===== config.mk =====
export PLATFORM = sky130hd
export DESIGN_NAME = program_sequencer
export DESIGN_NICKNAME = d
export VERILOG_FILES = /design/src/rtl/program_sequencer.sv
export SDC_FILE = /design/constraint.sdc
export NUM_CORES = 1
export LEC_CHECK = 0
export ABC_AREA = 1
export ABC_CLOCK_PERIOD_IN_PS = 2600
export BUFFER_PORTS_ARGS = -buffer_cell sky130_fd_sc_hd__buf_2
export CAP_MARGIN = 20
export CORE_MARGIN = 4
export CORE_UTILIZATION = 30
export DETAILED_ROUTE_END_ITERATION = 6
export HOLD_SLACK_MARGIN = 0.05
export PLACE_DENSITY = 0.5
export RECOVER_POWER = 25
export SLEW_MARGIN = 20
export SYNTH_ARGS = -nofsm -noshare
export SYNTH_HDL_FRONTEND = slang
export SYNTH_SLANG_ARGS = --single-unit

===== constraint.sdc =====
create_clock -name CLK -period 2.6 [get_ports CLK]
set_input_delay 0.52 -clock CLK [delete_from_list [all_inputs] [get_ports CLK]]
set_output_delay 0.52 -clock CLK [all_outputs]
set_load 0.02 [all_outputs]

===== src/rtl/program_sequencer.sv =====
// program_sequencer: fetch/sequencing stage with PC, IR and hardware return stack
// Ports:
//   CLK, RST            clock and asynchronous active-high reset
//   RUN, STEP           free-run enable and single-step request (rising edge)
//   ROM_DATA, ROM_ADDR  program ROM word (combinational) and its address (= PC)
//   JUMP_ADDR           jump/call target
//   nPC_LD, nSK_EN, SP_D_nU  decoder controls, honoured only during EXEC
//   OP, LR, SR          IR fields for the decoder
//   EXEC_PH             high during EXEC
//   STK_ERR             sticky stack overflow/underflow flag
module program_sequencer #(
  parameter int ADDR_W      = 8,
  parameter int STACK_DEPTH = 4
) (
  input  logic              CLK,
  input  logic              RST,
  input  logic              RUN,
  input  logic              STEP,
  input  logic [10:0]       ROM_DATA,
  input  logic [ADDR_W-1:0] JUMP_ADDR,
  input  logic              nPC_LD,
  input  logic              nSK_EN,
  input  logic              SP_D_nU,
  output logic [ADDR_W-1:0] ROM_ADDR,
  output logic [4:0]        OP,
  output logic [2:0]        LR,
  output logic [2:0]        SR,
  output logic              EXEC_PH,
  output logic              STK_ERR
);
  localparam int SP_W = $clog2(STACK_DEPTH + 1);
  localparam logic [SP_W-1:0] DEPTH = SP_W'(STACK_DEPTH);
  typedef enum logic [1:0] {IDLE, FETCH, EXEC} state_t;
  state_t state, state_nxt;
  logic [ADDR_W-1:0] pc, pc_inc, pc_nxt, top;
  logic [ADDR_W-1:0] stack [STACK_DEPTH];
  logic [10:0] ir;
  logic [SP_W-1:0] sp, sp_m1, sp_nxt;
  logic step_q, step_rise, exec, ret, call, empty, full, push, err;
  assign ROM_ADDR  = pc;
  assign OP        = ir[10:6];
  assign LR        = ir[5:3];
  assign SR        = ir[2:0];
  assign EXEC_PH   = exec;
  assign exec      = state == EXEC;
  assign step_rise = STEP & ~step_q;
  assign ret       = !nSK_EN && SP_D_nU;
  assign call      = !nSK_EN && !SP_D_nU;
  assign empty     = sp == '0;
  assign full      = sp == DEPTH;
  assign pc_inc    = pc + ADDR_W'(1);
  assign sp_m1     = sp - SP_W'(1);
  assign push      = exec && call && !full;
  assign err       = (ret && empty) || (call && full);
  // Return target is the entry below SP; a mux avoids index-width mismatches.
  always_comb begin
    top = '0;
    for (int i = 0; i < STACK_DEPTH; i++)
      if (sp_m1 == SP_W'(i)) top = stack[i];
  end
  // Stack operations take priority over a plain PC load; a full-stack call still jumps.
  always_comb begin
    pc_nxt = ret ? (empty ? pc_inc : top) : (call || !nPC_LD) ? JUMP_ADDR : pc_inc;
    sp_nxt = ret ? (empty ? sp : sp_m1) : (call && !full) ? sp + SP_W'(1) : sp;
  end
  always_comb begin
    state_nxt = state;
    state_nxt = (state == IDLE)  ? ((RUN || step_rise) ? FETCH : IDLE) :
                (state == FETCH) ? EXEC :
                RUN ? FETCH : IDLE;
  end
  always_ff @(posedge CLK or posedge RST) begin
    if (RST) begin
      state   <= IDLE;
      pc      <= '0;
      ir      <= '0;
      sp      <= '0;
      step_q  <= 1'b0;
      STK_ERR <= 1'b0;
    end else begin
      state  <= state_nxt;
      step_q <= STEP;
      if (state == FETCH) ir <= ROM_DATA;
      if (exec) begin
        pc      <= pc_nxt;
        sp      <= sp_nxt;
        STK_ERR <= STK_ERR | err;
      end
    end
  end
  always_ff @(posedge CLK) begin
    for (int i = 0; i < STACK_DEPTH; i++)
      if (push && sp == SP_W'(i)) stack[i] <= pc_inc;
  end
endmodule


==> metrics.md <==
| Metric | Value |
|---|---|
| Status | finished, final reports clean |
| Clock buffer depth | 2 |
| Pint | ~0.0025 W |
| Ports | 47 |
| Critical path, cell by cell | inv_1 -> ha_1 -> nand2_1 -> nor2_1 -> nor2_1 -> nand2_1 -> inv_1 -> o21ai_0 -> o21ai_0 |
| CP arrival | 2470 ps |
| Hold_buf cts | 0 |
| Clk pwr share | 0.233 |
| EDFF count, synth | 32 |
| Vias per cell | 4.49 |
| Top-area cell type share of the netlist area | 0.318 |
| Hold Path Cell Cnt | 1 |
| Post-Syn Area | ~3000 um^2 |
| Syn Area/Cell | 8.54 um^2 |
| Post-synthesis sequential area ratio | 0.533 |
| Setup crit start | sp[0]$_DFFE_PP0P_ |
| Tot Pwr | around 0.0045 W |
| Post-Syn Nets | 388 |
| Switching Share | 0.431 |
| Area contributors post-synth | edfxtp_1, dfrtp_1, nand2_1 |
| WP buf/inv | 2 |
| Largest net degree at the start of global routing | 27 |
| Asr flop ratio synth | 0.448 |
| Maximum vdd drop | 585 uV |
| PwrDens | 1220 nW/um^2 |
| Sink Count | 58 |
| CTS Buf Count | 9 |
| Initial antenna violation count | 0 |
| Effective utilization at floorplan | 0.309 |
| Routability cong. | 0.739 |
| Crit path max-delay family | simple AND/OR/NAND/NOR gates |
| Die height | between 100 and 150 um |
| Total track usage | 0.136 |
| Sink of the worst hold path | step_q$_DFF_PP0_ |
| Ys Warns | 0 |
| Clock skew | a little under 7 ps |
| Layout cells sized above 1 | 0.194 |
| Synthesis-to-finish area growth | 21.1% |
| RSZ-0062 raised after global routing | false |
| GR Overflow Total | 0 |
| Critical-path top delay cell | ha_1 |
| Ys flop type | edfxtp_1 |
| Root Buffer | clkbuf_8 |
| Die area | 11800 um^2 |
| Row count | 36 |
| Post-Synthesis Cells | 354 |
| Unique masters post-synth | 26 |
| Hpwl dp | about 5.4 mm |
| Hold Vio Cnt, Final | 0 |
| WS Path Type | reg -> reg |
| First-pass GRT wire length | roughly 12 mm |
| R2r setup slk | roughly 350 ps |
| Setup TNS | 0 ps |
| Detailed Route Iter0 Violations | ~110 |
| Wirelength per Cell | 13.4 um |
| Worst-Margin Slew | ~1500 ps |
| Sequential power share | 0.326 |
| Synth cell count leaders | nand2_1, inv_1, nor2_1 |
| CP Capture Type | flop |
| Reg2reg path depth | 9 |
| Final Max Tran Viols | 0 |
| Startpoint types | flop |
| Post-CTS sizing | 0 |
| Reg2reg start | sp[0]$_DFFE_PP0P_ |
| CTS tree | yes |
| H-tree levels | 3 |
| Skew-Pair Late Insertion Delay | between 300 and 400 ps |
| Tmin final | approximately 2200 ps |
| Final period util | 0.865 |
| Drt drc | 0 |
| CP peak stage delay | roughly 460 ps |
| RR Endpoint | sp[2]$_DFFE_PP0P_ |
| Yosys top cell by area | edfxtp_1 |
| Clock slew at reported path FFs | 70 ps |
| Drt first pass iters | 4 |
| Slew Limit Headroom | 0.00511 |
| Combinational power share | 0.441 |
| Drt total wl | 7.31 mm |
| Final setup fails | 0 |
| Setup bufs post-CTS | 0 |
| Max Cap Violations | 0 |
| Die X | 108 um |
| Via count | around 2500 |
| Vias in the first global route | 2482 |
| Yosys reg bits | 58 |
| HP Class | in -> reg |
| Top-count cell post-synth | nand2_1 |
| Routed Antenna Nets | 0 |
| Critical-path maximum fanout | 16 |
| Hold Path Origin | STEP |
| Placeable Area | 9770 um^2 |
| Worst EP required | 2820 ps |
| P_sw | between 0.0015 and 0.002 W |
| Leak Pwr | approximately 1.8 nW |
| Port bufs | 46 |
| Fmax | 0.445 GHz |
| Antenna cells | 0 |
| Final nets | around 440 |
-- how the worst max path moves through the flow --
stage	slack (ps)	endpoint	cells after the start
after floorplan	530	stack[2][0]$_DFFE_PP_	5
after global placement	400	sp[2]$_DFFE_PP0P_	9
after detailed placement	340	sp[2]$_DFFE_PP0P_	9
after CTS	330	sp[2]$_DFFE_PP0P_	9
after global routing	110	sp[2]$_DFFE_PP0P_	9
final	350	sp[2]$_DFFE_PP0P_	9
-- area by class of cell --
class                   count  area (um^2)
clock buffers               9          124
clock inverters             7          125
fillers                  1008         6110
inverters                  51          191
multi-input cells         232         1140
flip-flops and latches     58         1610
well taps                 133          166
repair buffers             56          300
-- flip-flops by register name (all words and copies together), names as in the netlist --
name,flops
ROM_ADDR,8
STK_ERR,1
ir,11
sp,3
stack,32
state,2
step_q,1
-- worst register-to-register path: cells and delay by family (launching register included) --
kind / cells / cell delay, ps
buf+inv: 2 / 220
flops: 1 / 420
fa+ha+maj: 1 / 460
simple gates: 4 / 890
compound gates: 2 / 150
-- cell usage in the layout, fill, tap and decap left out, drive strengths merged --
master / instances
edfxtp: 32
a31oi: 1
o21ai: 16
nand3b: 8
nand4: 9
a21oi: 15
nor2: 38
clkbuf: 11
nand2: 96
xor2: 2
nand3: 33
ha: 8
inv: 52
bufinv: 3
buf: 54
dfrtp: 26
clkinv: 3
xnor2: 3
o21a: 1
nor3: 1
o21bai: 1
-- power by group through the flow --
stage / logic (W) / registers, W / clock network [W]
6_report: 0.00197 / 0.00146 / 0.00104
2_1_floorplan: 0.00125 / 0.00163 / 0
3_5_place_dp: 0.00200 / 0.00147 / 0
4_1_cts: 0.00201 / 0.00146 / 0.00107
5_1_grt: 0.00225 / 0.00149 / 0.00111
3_3_place_gp: 0.00199 / 0.00147 / 0
-- cells by family (layout without fill, tap and decap cells) --
| group | count (synthesis) | after routing | synth area share |
|---|---|---|---|
| adders and majority gates | 8 | 8 | 0.0331 |
| AOI/OAI and AO/OA | 34 | 34 | 0.0645 |
| and+or+nand+nor | 185 | 185 | 0.266 |
| xor gates and xnor gates | 5 | 5 | 0.0145 |
| buffers and inverters | 64 | 123 | 0.0890 |
| DFF | 58 | 58 | 0.533 |
-- per-layer routing --
metal  part of all wire  track usage  up-vias
li1                   -            -     1248
met1               0.47        0.175     1134
met2               0.47        0.224       65
met3              0.050       0.0316        6
met4             0.0092       0.0487        0
met5                  0            0        -
-- per-stage QoR --
stage	hold slack [ps]	utilization	cell area, um^2	std cells	setup WS [ps]
floorplan	519	-	3020	354	525
global placement	452	0.350	3420	530	400
detailed placement	455	0.350	3420	530	342
CTS	233	0.375	3670	546	333
global route	319	0.375	3660	546	111
finish	306	0.375	3660	546	350
(Power assumes the default switching activity.)
